===== src/rtl/arith_fsign_pipe.sv =====
// arith_fsign_pipe: elastic pipelined floating-point sign manipulation.
// Ops: 00 neg, 01 abs, 10 copysign, 11 negcopysign. Only the sign bit is
// touched; exponent and mantissa (including NaN payloads) pass through as-is.
// Each stage is a valid bit plus payload. A stage loads whenever it is empty
// or the stage after it advances, so any empty stage absorbs a bubble.
module arith_fsign_pipe #(
    parameter int WIDTH   = 32,
    parameter int LATENCY = 2
) (
    input  logic             clk,
    input  logic             rst_n,
    input  logic             in_valid,
    output logic             in_ready,
    input  logic [1:0]       in_op,
    input  logic [WIDTH-1:0] in_a,
    input  logic [WIDTH-1:0] in_b,
    output logic             out_valid,
    input  logic             out_ready,
    output logic [WIDTH-1:0] out_result,
    output logic             out_is_nan,
    output logic             out_is_zero
);

    localparam int EXP_W = (WIDTH == 16) ? 5 : ((WIDTH == 32) ? 8 : 11);
    localparam int MAN_W = WIDTH - 1 - EXP_W;

    if (!(WIDTH == 16 || WIDTH == 32 || WIDTH == 64)) begin : g_bad_width
        $fatal(1, "arith_fsign_pipe: WIDTH must be 16, 32 or 64");
    end
    if (LATENCY < 1 || LATENCY > 4) begin : g_bad_latency
        $fatal(1, "arith_fsign_pipe: LATENCY must be in 1..4");
    end

    // Exponent all-ones with a nonzero mantissa.
    function automatic logic calc_is_nan(input logic [WIDTH-1:0] r);
        return (r[WIDTH-2:MAN_W] == {EXP_W{1'b1}}) && (r[MAN_W-1:0] != {MAN_W{1'b0}});
    endfunction

    // Every bit except the sign is zero.
    function automatic logic calc_is_zero(input logic [WIDTH-1:0] r);
        return r[WIDTH-2:0] == {(WIDTH-1){1'b0}};
    endfunction

    logic             sign_s;
    logic [WIDTH-1:0] res_s;
    logic             nan_s;
    logic             zero_s;
    logic [LATENCY:0] ready_s;

    logic             v_r    [LATENCY];
    logic [WIDTH-1:0] res_r  [LATENCY];
    logic             nan_r  [LATENCY];
    logic             zero_r [LATENCY];

    // Select the new sign bit from the op code.
    always_comb begin
        sign_s = in_a[WIDTH-1];
        case (in_op)
            2'b00:   sign_s = ~in_a[WIDTH-1];
            2'b01:   sign_s = 1'b0;
            2'b10:   sign_s = in_b[WIDTH-1];
            2'b11:   sign_s = ~in_b[WIDTH-1];
            default: sign_s = in_a[WIDTH-1];
        endcase
    end

    // Result and its classification, computed ahead of stage 0.
    always_comb begin
        res_s  = {sign_s, in_a[WIDTH-2:0]};
        nan_s  = calc_is_nan(res_s);
        zero_s = calc_is_zero(res_s);
    end

    // Stage k is ready when out_ready is high or any stage from k onward is empty.
    always_comb begin
        logic acc;
        ready_s          = {(LATENCY+1){1'b0}};
        ready_s[LATENCY] = out_ready;
        acc              = out_ready;
        for (int k = LATENCY - 1; k >= 0; k--) begin
            acc        = acc | ~v_r[k];
            ready_s[k] = acc;
        end
    end

    for (genvar k = 0; k < LATENCY; k++) begin : g_stage
        logic             up_v_s;
        logic [WIDTH-1:0] up_res_s;
        logic             up_nan_s;
        logic             up_zero_s;

        if (k == 0) begin : g_head
            assign up_v_s    = in_valid;
            assign up_res_s  = res_s;
            assign up_nan_s  = nan_s;
            assign up_zero_s = zero_s;
        end else begin : g_body
            assign up_v_s    = v_r[k-1];
            assign up_res_s  = res_r[k-1];
            assign up_nan_s  = nan_r[k-1];
            assign up_zero_s = zero_r[k-1];
        end

        // Stage register: take the upstream bundle whenever this slot can move.
        always_ff @(posedge clk) begin
            if (!rst_n) begin
                v_r[k]    <= 1'b0;
                res_r[k]  <= {WIDTH{1'b0}};
                nan_r[k]  <= 1'b0;
                zero_r[k] <= 1'b0;
            end else if (ready_s[k]) begin
                v_r[k] <= up_v_s;
                if (up_v_s) begin
                    res_r[k]  <= up_res_s;
                    nan_r[k]  <= up_nan_s;
                    zero_r[k] <= up_zero_s;
                end
            end
        end
    end

    assign in_ready    = ready_s[0];
    assign out_valid   = v_r[LATENCY-1];
    assign out_result  = res_r[LATENCY-1];
    assign out_is_nan  = nan_r[LATENCY-1];
    assign out_is_zero = zero_r[LATENCY-1];

endmodule

===== config.mk =====
export PLATFORM = sky130hd
export DESIGN_NAME = arith_fsign_pipe
export DESIGN_NICKNAME = d
export VERILOG_FILES = /design/src/rtl/arith_fsign_pipe.sv
export SDC_FILE = /design/constraint.sdc
export NUM_CORES = 1
export LEC_CHECK = 0
export BUFFER_PORTS_ARGS = -buffer_cell sky130_fd_sc_hd__buf_2
export CORE_ASPECT_RATIO = 0.75
export CORE_UTILIZATION = 52
export CTS_CLUSTER_DIAMETER = 100
export DETAILED_ROUTE_END_ITERATION = 7
export PLACE_DENSITY = 0.84
export SLEW_MARGIN = 10
export SYNTH_ARGS = -nofsm -noshare
export SYNTH_HDL_FRONTEND = slang
export SYNTH_SLANG_ARGS = --single-unit
export TNS_END_PERCENT = 30

===== constraint.sdc =====
create_clock -name clk -period 4.2 [get_ports clk]
set_clock_uncertainty 0.15 [all_clocks]
set_input_delay 0.21 -clock clk [delete_from_list [all_inputs] [get_ports clk]]
set_output_delay 0.21 -clock clk [all_outputs]
set_load 0.02 [all_outputs]

==> results.json, run 1 <==
{
  "run_status": "finished, final reports clean",
  "synth_seq_area_share": 0.727,
  "swShare": 0.231,
  "worst_setup_path_end_kind": "flop",
  "netlist.area_leader.share": 0.706,
  "finalPower_uw": 1390,
  "cts_buffer_depth": 2,
  "sequentialPowerShare": 0.595,
  "initial_core_util": 0.562,
  "p_comb_frac": 0.087,
  "max_slew_margin": 0.225,
  "ys_types": 25,
  "track_usage": 0.165,
  "setup_viol": 0,
  "synth_top_area_cell": "edfxtp_1",
  "fin_ws_ns": 2.06,
  "total_leakage_power_uw": 0.00146,
  "grt_max_degree": 35,
  "criticalPathCategory": "primary input to flop",
  "placed_area_um2": 3240,
  "fp.dieH_um": 66.1,
  "switchingPower_uw": 320,
  "wl_mm": 4.16,
  "area_growth_pct": 19.8,
  "ys_warn_count": 0,
  "finalSetupTns_ns": 0,
  "crit_buf_inv": 3,
  "route.met2.wl_mm": 2.15,
  "vias": 1573,
  "fin_nets": 325,
  "pwr-share-clk": 0.318,
  "grt_pass1_vias": 1476,
  "antenna_cells": 0,
  "period_minus_slack_ns": 2.14,
  "critical_path.max_fanout": 32,
  "gp_congestion": 0.739,
  "slew_viol_final": 0,
  "dp_slack_ns": 2.18,
  "via_per_inst": 4.75,
  "crit_chain": "dlygate4sd3_1 > buf_2 > a21boi_0 > inv_1",
  "clk_latency_ns": 0.34,
  "crit_required_ns": 4.00,
  "path_clk_slew_ns": 0.07,
  "m1WireLength_mm": 1.70,
  "routed.top_layer": "met4",
  "synth-seq-cells": 70,
  "drv_cap": 0,
  "clockRootBuffer": "clkbuf_8",
  "max_freq_mhz": 466,
  "rsz0062_at_grt": "no",
  "io_buffers": 74,
  "ant_nets": 0,
  "drc_errors": 0,
  "synth_fp_nets": 244,
  "crit_path_top_delay_cell": "inv_1",
  "cts_tree": "built",
  "syn_area_um2": 2850,
  "wl_per_cell_um": 12.6,
  "grt_antenna_before_repair": 0,
  "powerDensity_nw_per_um2": 406,
  "grt_pass1_wl_mm": 6.75,
  "core-area_um2": 5060,
  "drive_gt1_frac": 0.483,
  "synthTopCellsByArea": "edfxtp_1 (71%), and2_4 (9.2%), and2_1 (7.2%)",
  "nFillCells": 414,
  "cts_resized": 0,
  "final_hold_viol_count": 0,
  "clock-sinks": 70,
  "critical-path-max-stage-delay_ns": 0.87,
  "multi_input_area_um2": 691,
  "drt-initial-drc-count": 125,
  "crit_family": "buffers and inverters",
  "internal_power_uw": 1070,
  "dr_wl_met3_um": 251,
  "hpwl_mm": 2.83,
  "fin_crit_sh": 0.511,
  "cts_buffers": 9,
  "hold_class": "primary input to flop",
  "fp.dieW_um": 87.5,
  "die_area_um2": 5780,
  "row_count": 22,
  "fin_area_um2": 3410,
  "synthCells": 174,
  "h-tree-depth": 3,
  "gr-total-overflow": 0,
  "regArea_um2": 2070,
  "first_pass_iters": 4,
  "io_pins": 106,
  "avgSynthCellArea_um2": 16.4,
  "tightestPinTransition_ns": 1.16,
  "startpoint_type": "primary input",
  "cp_data_arrival_time_ns": 1.95,
  "vdd_drop_max_mv": 0.250
}
path summary, 6_finish.rpt:
| path | start | endpoint | slack, ns | cells past startpoint |
|---|---|---|---|---|
| max | rst_n | res_r[1][18] | 2.06 | 4 |
| min | in_a[6] | res_r[0][6] | 0.02 | 2 |
| max reg2reg | v_r[0] | res_r[1][18] | 2.18 | 2 |
| min reg2reg | zero_r[0] | zero_r[1] | 0.32 | 1 |
synthesized netlist by cell type:
library cell,instances
nor2b_1,1
o211a_1,1
nand3_1,1
a21boi_0,1
edfxtp_1,67
nor4_1,5
nand3b_2,1
nor4_2,3
and2_1,33
nand2_1,4
inv_2,1
and3_1,1
nand2b_1,1
nand3_2,1
o21a_1,1
nand4_1,3
inv_1,1
and2_4,30
nor3_1,2
xor2_1,1
buf_6,7
a21oi_1,1
a22o_1,2
nor2_1,2
dfxtp_1,3
placed cells by master (no fill, tap or decap), types with 2 or more instances in the layout:
master and instances:
buf_2 74, edfxtp_1 67, and2_1 33, and2_4 30
clkbuf_8 9, nor4_1 5, nand2_1 4, clkinv_2 4
nor4_2 3, nand4_1 3, dfxtp_1 3, nor3_1 2
nor2_1 2, a22o_1 2, dlygate4sd3_1 2
final cells by class:
cell class / count / share of cell area
clock buffers: 10 / 0.0374
clock inverters: 5 / 0.00806
inverters: 2 / 0.00220
multi-input cells: 95 / 0.202
flip-flops and latches: 70 / 0.607
well taps: 72 / 0.0264
repair buffers: 77 / 0.117
power groups by stage:
stage	clock, µW	combinational, µW	sequential (µW)
3_5_place_dp	0	120	841
4_1_cts	449	121	826
5_1_grt	478	132	829
3_3_place_gp	0	117	839
6_report	441	120	825
2_1_floorplan	0	45.9	868
repair_timing:
item / CTS / global route
buffers inserted: 0 / 0
hold buffers: 2 / 0
endpoints found under the hold margin: 2 / 0
cell families after synthesis:
logic type	Yosys count	share of synthesized area
and+or+nand+nor	88	0.223
DFF	70	0.727
AOI/OAI and AO/OA	6	0.0167
xor gates and xnor gates	1	0.00307
buffers and inverters	9	0.0303
state kept, by name, indices dropped and copies added, names as in the netlist:
register	cells
res_r	64
zero_r	2
v_r	2
nan_r	2
worst register-to-register path, stage by stage (launching register included):
cell      delay (ns)
edfxtp_1        0.44
a21boi_0        0.17
inv_1           0.87
per-layer routing:
| metal | vias to the layer above | track usage |
|---|---|---|
| li1 | 785 | - |
| met2 | 52 | 0.285 |
| met1 | 727 | 0.179 |
| met5 | - | 0 |
| met3 | 9 | 0.0762 |
| met4 | 0 | 0.0615 |
metrics by stage:
step	hold WS, ns	utilization	cells
after floorplan	0.178	-	174
after global placement	0.290	0.639	314
after detailed placement	0.301	0.639	314
after CTS	0.0000112	0.674	331
after global routing	0.00681	0.674	331
final	0.0164	0.674	331
Note: power is estimated with default switching activity, not from simulation.
==> run 2: changes to the inputs <==
- CORE_UTILIZATION: 52 -> 44
- PLACE_DENSITY: 0.84 -> 0.75
- clock period: 4.2 -> 1.7 ns (I/O delays scaled with it)
==> run 2 against run 1 <==
  * Via count is 10% higher
  * Non-clock buffer count up 38
  * Critical endpoint is now nan_r[0]
  * Largest power group unchanged
  * Setup slack got worse by 2.0 ns
  * Design area up 16%
==> results.json, run 2 (same netlist as run 1, synthesis figures left out) <==
{
  "period_minus_slack_ns": 1.61,
  "drv_cap": 0,
  "area_growth_pct": 38.8,
  "max_slew_margin": 0.768,
  "setup_viol": 0,
  "run_status": "finished, final reports clean",
  "crit_required_ns": 1.64,
  "layout_common_cells": "buf_2 (74), edfxtp_1 (67), dlygate4sd3_1 (36), and2_1 (33), and2_4 (30)",
  "largest_register_ff_count": 64,
  "initial_core_util": 0.472,
  "clockRootBuffer": "clkbuf_8",
  "post-cts-setup-buffers": 0,
  "rsz0062_at_grt": "no",
  "startpoint_type": "primary input",
  "place_inst": 324,
  "cp_data_arrival_time_ns": 1.56,
  "gp_congestion": 0.694,
  "regMostFlops": "res_r",
  "vias": 1735,
  "io_pins": 106,
  "drc_errors": 0,
  "criticalPathCategory": "primary input to flop",
  "row_count": 24,
  "nFillCells": 438,
  "worst_setup_path_end_kind": "flop",
  "r2r_slack_ns": 0.20,
  "max_freq_mhz": 619,
  "track_usage": 0.168,
  "crit_buf_inv": 2,
  "vdd_drop_max_mv": 0.509,
  "drt-initial-drc-count": 123,
  "wl_mm": 5.10,
  "hpwl_mm": 3.07,
  "fp.dieH_um": 71.7,
  "critical-path-max-stage-delay_ns": 0.55,
  "multi_input_area_um2": 699,
  "core-area_um2": 6040,
  "crit_family": "buffers and inverters",
  "crit_path_top_delay_cell": "dlygate4sd3_1",
  "regArea_um2": 2070,
  "post-route-util": 0.655,
  "via_per_inst": 4.63,
  "fp.dieW_um": 94.9,
  "clock-sinks": 70,
  "layout_commonest_cell": "buf_2",
  "gr-total-overflow": 0,
  "final_hold_viol_count": 0,
  "grt_pass1_vias": 1734,
  "antenna_cells": 0,
  "io_buffers": 74,
  "tightestPinTransition_ns": 0.348,
  "first_pass_iters": 4,
  "grt_max_degree": 35,
  "hold_class": "primary input to flop",
  "cts_tree": "built",
  "total_leakage_power_uw": 0.00169,
  "clk_latency_ns": 0.33,
  "slew_viol_final": 0,
  "stdcell_count": 375,
  "critical_path.max_fanout": 2,
  "cts_buffer_depth": 2,
  "h-tree-depth": 3,
  "powerDensity_nw_per_um2": 1080,
  "fin_crit_sh": 0.950,
  "grt_pass1_wl_mm": 8.12,
  "fin_nets": 363,
  "crit_chain": "dlygate4sd3_1 > buf_2 > nor4_2 > nand4_1 > o211a_1",
  "drive_gt1_frac": 0.444,
  "cts_buffers": 9,
  "finalSetupTns_ns": 0,
  "grt_antenna_before_repair": 0,
  "path_clk_slew_ns": 0.07,
  "finalPower_uw": 4270,
  "die_area_um2": 6800,
  "wl_per_cell_um": 13.6,
  "ant_nets": 0
}
[run 2: per-stage QoR]
stage	instance area [µm²]	hold WS, ns	setup WS, ns
after floorplan	2850	0.0526	-0.120
after global placement	3300	0.230	0.173
after detailed placement	3300	0.230	0.130
after CTS	3950	0.0225	0.0799
after global routing	3960	0.0667	0.00531
final	3960	0.0456	0.0851
[run 2: timing repair]
item	4_1_cts	5_1_grt
hold endpoints to repair	35	0
hold buffers	36	0
gates resized for setup	0	3
endpoints found under the setup margin	0	1
[run 2: routing by layer]
metal	vias up	GRT usage	routed length, µm
li1	862	-	-
met1	798	0.191	2120
met2	67	0.281	2600
met3	8	0.0701	316
met4	0	0.0707	60
met5	-	0	0
[run 2: path summary, 6_finish.rpt]
kind / startpoint / endpoint / cells past startpoint
max: in_a[16] / nan_r[0] / 5
min: in_a[31] / res_r[0][31] / 4
max reg2reg: v_r[1] / res_r[1][13] / 4
min reg2reg: zero_r[0] / zero_r[1] / 1
[run 2: cell type report]
class | instances | share of cell area
Clock inverter | 6 | 0.0402
Clock buffer | 9 | 0.0313
Multi-Input combinational cell | 95 | 0.177
Sequential cell | 70 | 0.524
Tap cell | 78 | 0.0247
Inverter | 2 | 0.00253
Timing Repair Buffer | 115 | 0.201
[run 2: tightest hold or removal path, delay by kind of cell]
kind	cells	cell delay, ns
AND/OR/NAND/NOR	2	0.10
AO/OA/AOI/OAI	1	0.11
buffers and inverters	1	0.07
[run 2: report_power, final]
part	switching, µW	internal (µW)
registers	28.7	2010
clock network	583	1270
logic	207	181
==> run 3: changes to the inputs <==
- CTS_BUF_LIST: not set -> sky130_fd_sc_hd__clkbuf_8 sky130_fd_sc_hd__clkbuf_16
- SETUP_SLACK_MARGIN: not set -> 0.4
==> run 3 against run 2 <==
  * Final cell count is 0.53% lower
  * Critical path depth decreased by 2
  * Flip-flop and latch count is the same
  * Clock power decreased by 23%
==> results.json, run 3 (same netlist as run 1, synthesis figures left out) <==
{
  "drc_errors": 0,
  "first_pass_iters": 4,
  "worst_setup_path_end_kind": "flop",
  "startpoint_type": "flop",
  "vdd_drop_max_mv": 0.471,
  "critical_path.max_fanout": 34,
  "fp.dieH_um": 71.7,
  "cts_buffer_depth": 2,
  "via_per_inst": 4.74,
  "criticalPathCategory": "flop to flop",
  "vias": 1768,
  "drv_cap": 0,
  "crit_required_ns": 1.64,
  "placed_area_um2": 3290,
  "crit_chain": "and3_4 > buf_12 > and2_1",
  "fin_nets": 360,
  "row_count": 24,
  "fin_crit_sh": 0.841,
  "finalSetupTns_ns": 0,
  "grt_pass1_wl_mm": 8.47,
  "grt_busiest_layer": "met2",
  "wl_per_cell_um": 14.6,
  "grt_use_met3": 0.0796,
  "grt_pass1_vias": 1745,
  "critical-path-max-stage-delay_ns": 0.50,
  "ant_nets": 0,
  "grt_max_degree": 35,
  "hold_ws_ns": 0.0262,
  "initial_core_util": 0.472,
  "final_hold_viol_count": 0,
  "tightestPinTransition_ns": 0.440,
  "clockRootBuffer": "clkbuf_8",
  "layout_common_cells": "buf_2 (74), edfxtp_1 (67), and2_1 (33), dlygate4sd3_1 (33), and2_4 (30)",
  "drt-initial-drc-count": 68,
  "grt_use_met2": 0.291,
  "largest_register_ff_count": 64,
  "fin_area_um2": 3920,
  "die_area_um2": 6800,
  "layout_commonest_cell": "buf_2",
  "setup_viol": 0,
  "max_freq_mhz": 700,
  "track_usage": 0.178,
  "cts_buffers": 9,
  "cp_data_arrival_time_ns": 1.37,
  "h-tree-depth": 3,
  "area_growth_pct": 37.5,
  "core-area_um2": 6040,
  "slew_viol_final": 0,
  "powerDensity_nw_per_um2": 984,
  "clk_latency_ns": 0.34,
  "io_pins": 106,
  "run_status": "finished, final reports clean",
  "crit_family": "flip-flops",
  "drive_gt1_frac": 0.458,
  "regMostFlops": "res_r",
  "gp_congestion": 0.668,
  "cts_tree": "built",
  "antenna_cells": 0,
  "period_minus_slack_ns": 1.43,
  "grt_antenna_before_repair": 0,
  "nFillCells": 452,
  "timing.rr.start": "v_r[0]",
  "hpwl_mm": 3.05,
  "clock-sinks": 70,
  "hold_class": "primary input to flop",
  "max_slew_margin": 0.707,
  "gr-total-overflow": 0,
  "crit_path_top_delay_cell": "edfxtp_1",
  "post-route-util": 0.649,
  "crit_start": "v_r[0]",
  "path_clk_slew_ns": 0.07,
  "fp.dieW_um": 94.9,
  "rsz0062_at_grt": "yes",
  "min_from": "in_a[31]",
  "crit_buf_inv": 1,
  "total_leakage_power_uw": 0.00167,
  "met1_usage": 0.211,
  "io_buffers": 74,
  "wl_mm": 5.45
}
[run 3: cell count changes in the layout (fill, tap and decap cells not counted), sizes merged]
cell,before,now
buf,79,76
bufinv,5,2
clkinv,1,2
clkinvlp,0,1
dlygate4sd3,36,33
inv,2,4
nand2,4,7
[run 3: where the power goes]
group | switching (µW) | total, µW | internal, µW
Clock | 601 | 1420 | 818
Sequential | 31.7 | 2040 | 2010
Combinational | 222 | 397 | 175
Total | 854 | 3850 | 3000
[run 3: per-layer routing]
layer / vias up / wire (µm)
met5: - / 0
met4: 0 / 61
met3: 9 / 450
met2: 75 / 2680
met1: 819 / 2260
li1: 865 / -
[run 3: stage by stage]
stage / std cells / total power, µW / setup WS (ns)
global placement: 320 / 2380 / 0.177
finish: 373 / 3850 / 0.271
global route: 373 / 4010 / 0.216
detailed placement: 320 / 2390 / 0.164
floorplan: 174 / 2260 / 0.308
CTS: 373 / 3890 / 0.278
[run 3: cell type report]
class                      instances  area, µm²  area share
sequential                        70       2080       0.530
clock buffer                       9        124      0.0316
inverter                           2       20.0     0.00511
timing repair buffer             109        728       0.186
tap                               78       97.6      0.0249
multi-input combinational         98        782       0.200
clock inverter                     7       88.8      0.0227
[run 3: worst paths after layout]
path	end	slack, ns	depth (start not counted)
worst max register to register	res_r[1][30]	0.27	3
worst max-delay path	res_r[1][30]	0.27	3
worst min-delay path	res_r[0][31]	0.03	4
worst min register to register	zero_r[1]	0.32	1
[run 3: repair_timing]
| action | CTS | global route |
|---|---|---|
| gates cloned | 3 | 0 |
| hold buffers | 33 | 0 |
| setup buffers | 1 | 0 |
| endpoints found under the hold margin | 35 | 0 |
| resized for setup | 11 | 0 |
| setup endpoints to repair | 134 | 136 |
| pin swaps | 2 | 0 |
[run 3: worst register-to-register path: cells and delay by family (launching register included)]
family        cells  cell delay, ns
simple gates      2            0.38
buf+inv           1            0.16
flops             1            0.50
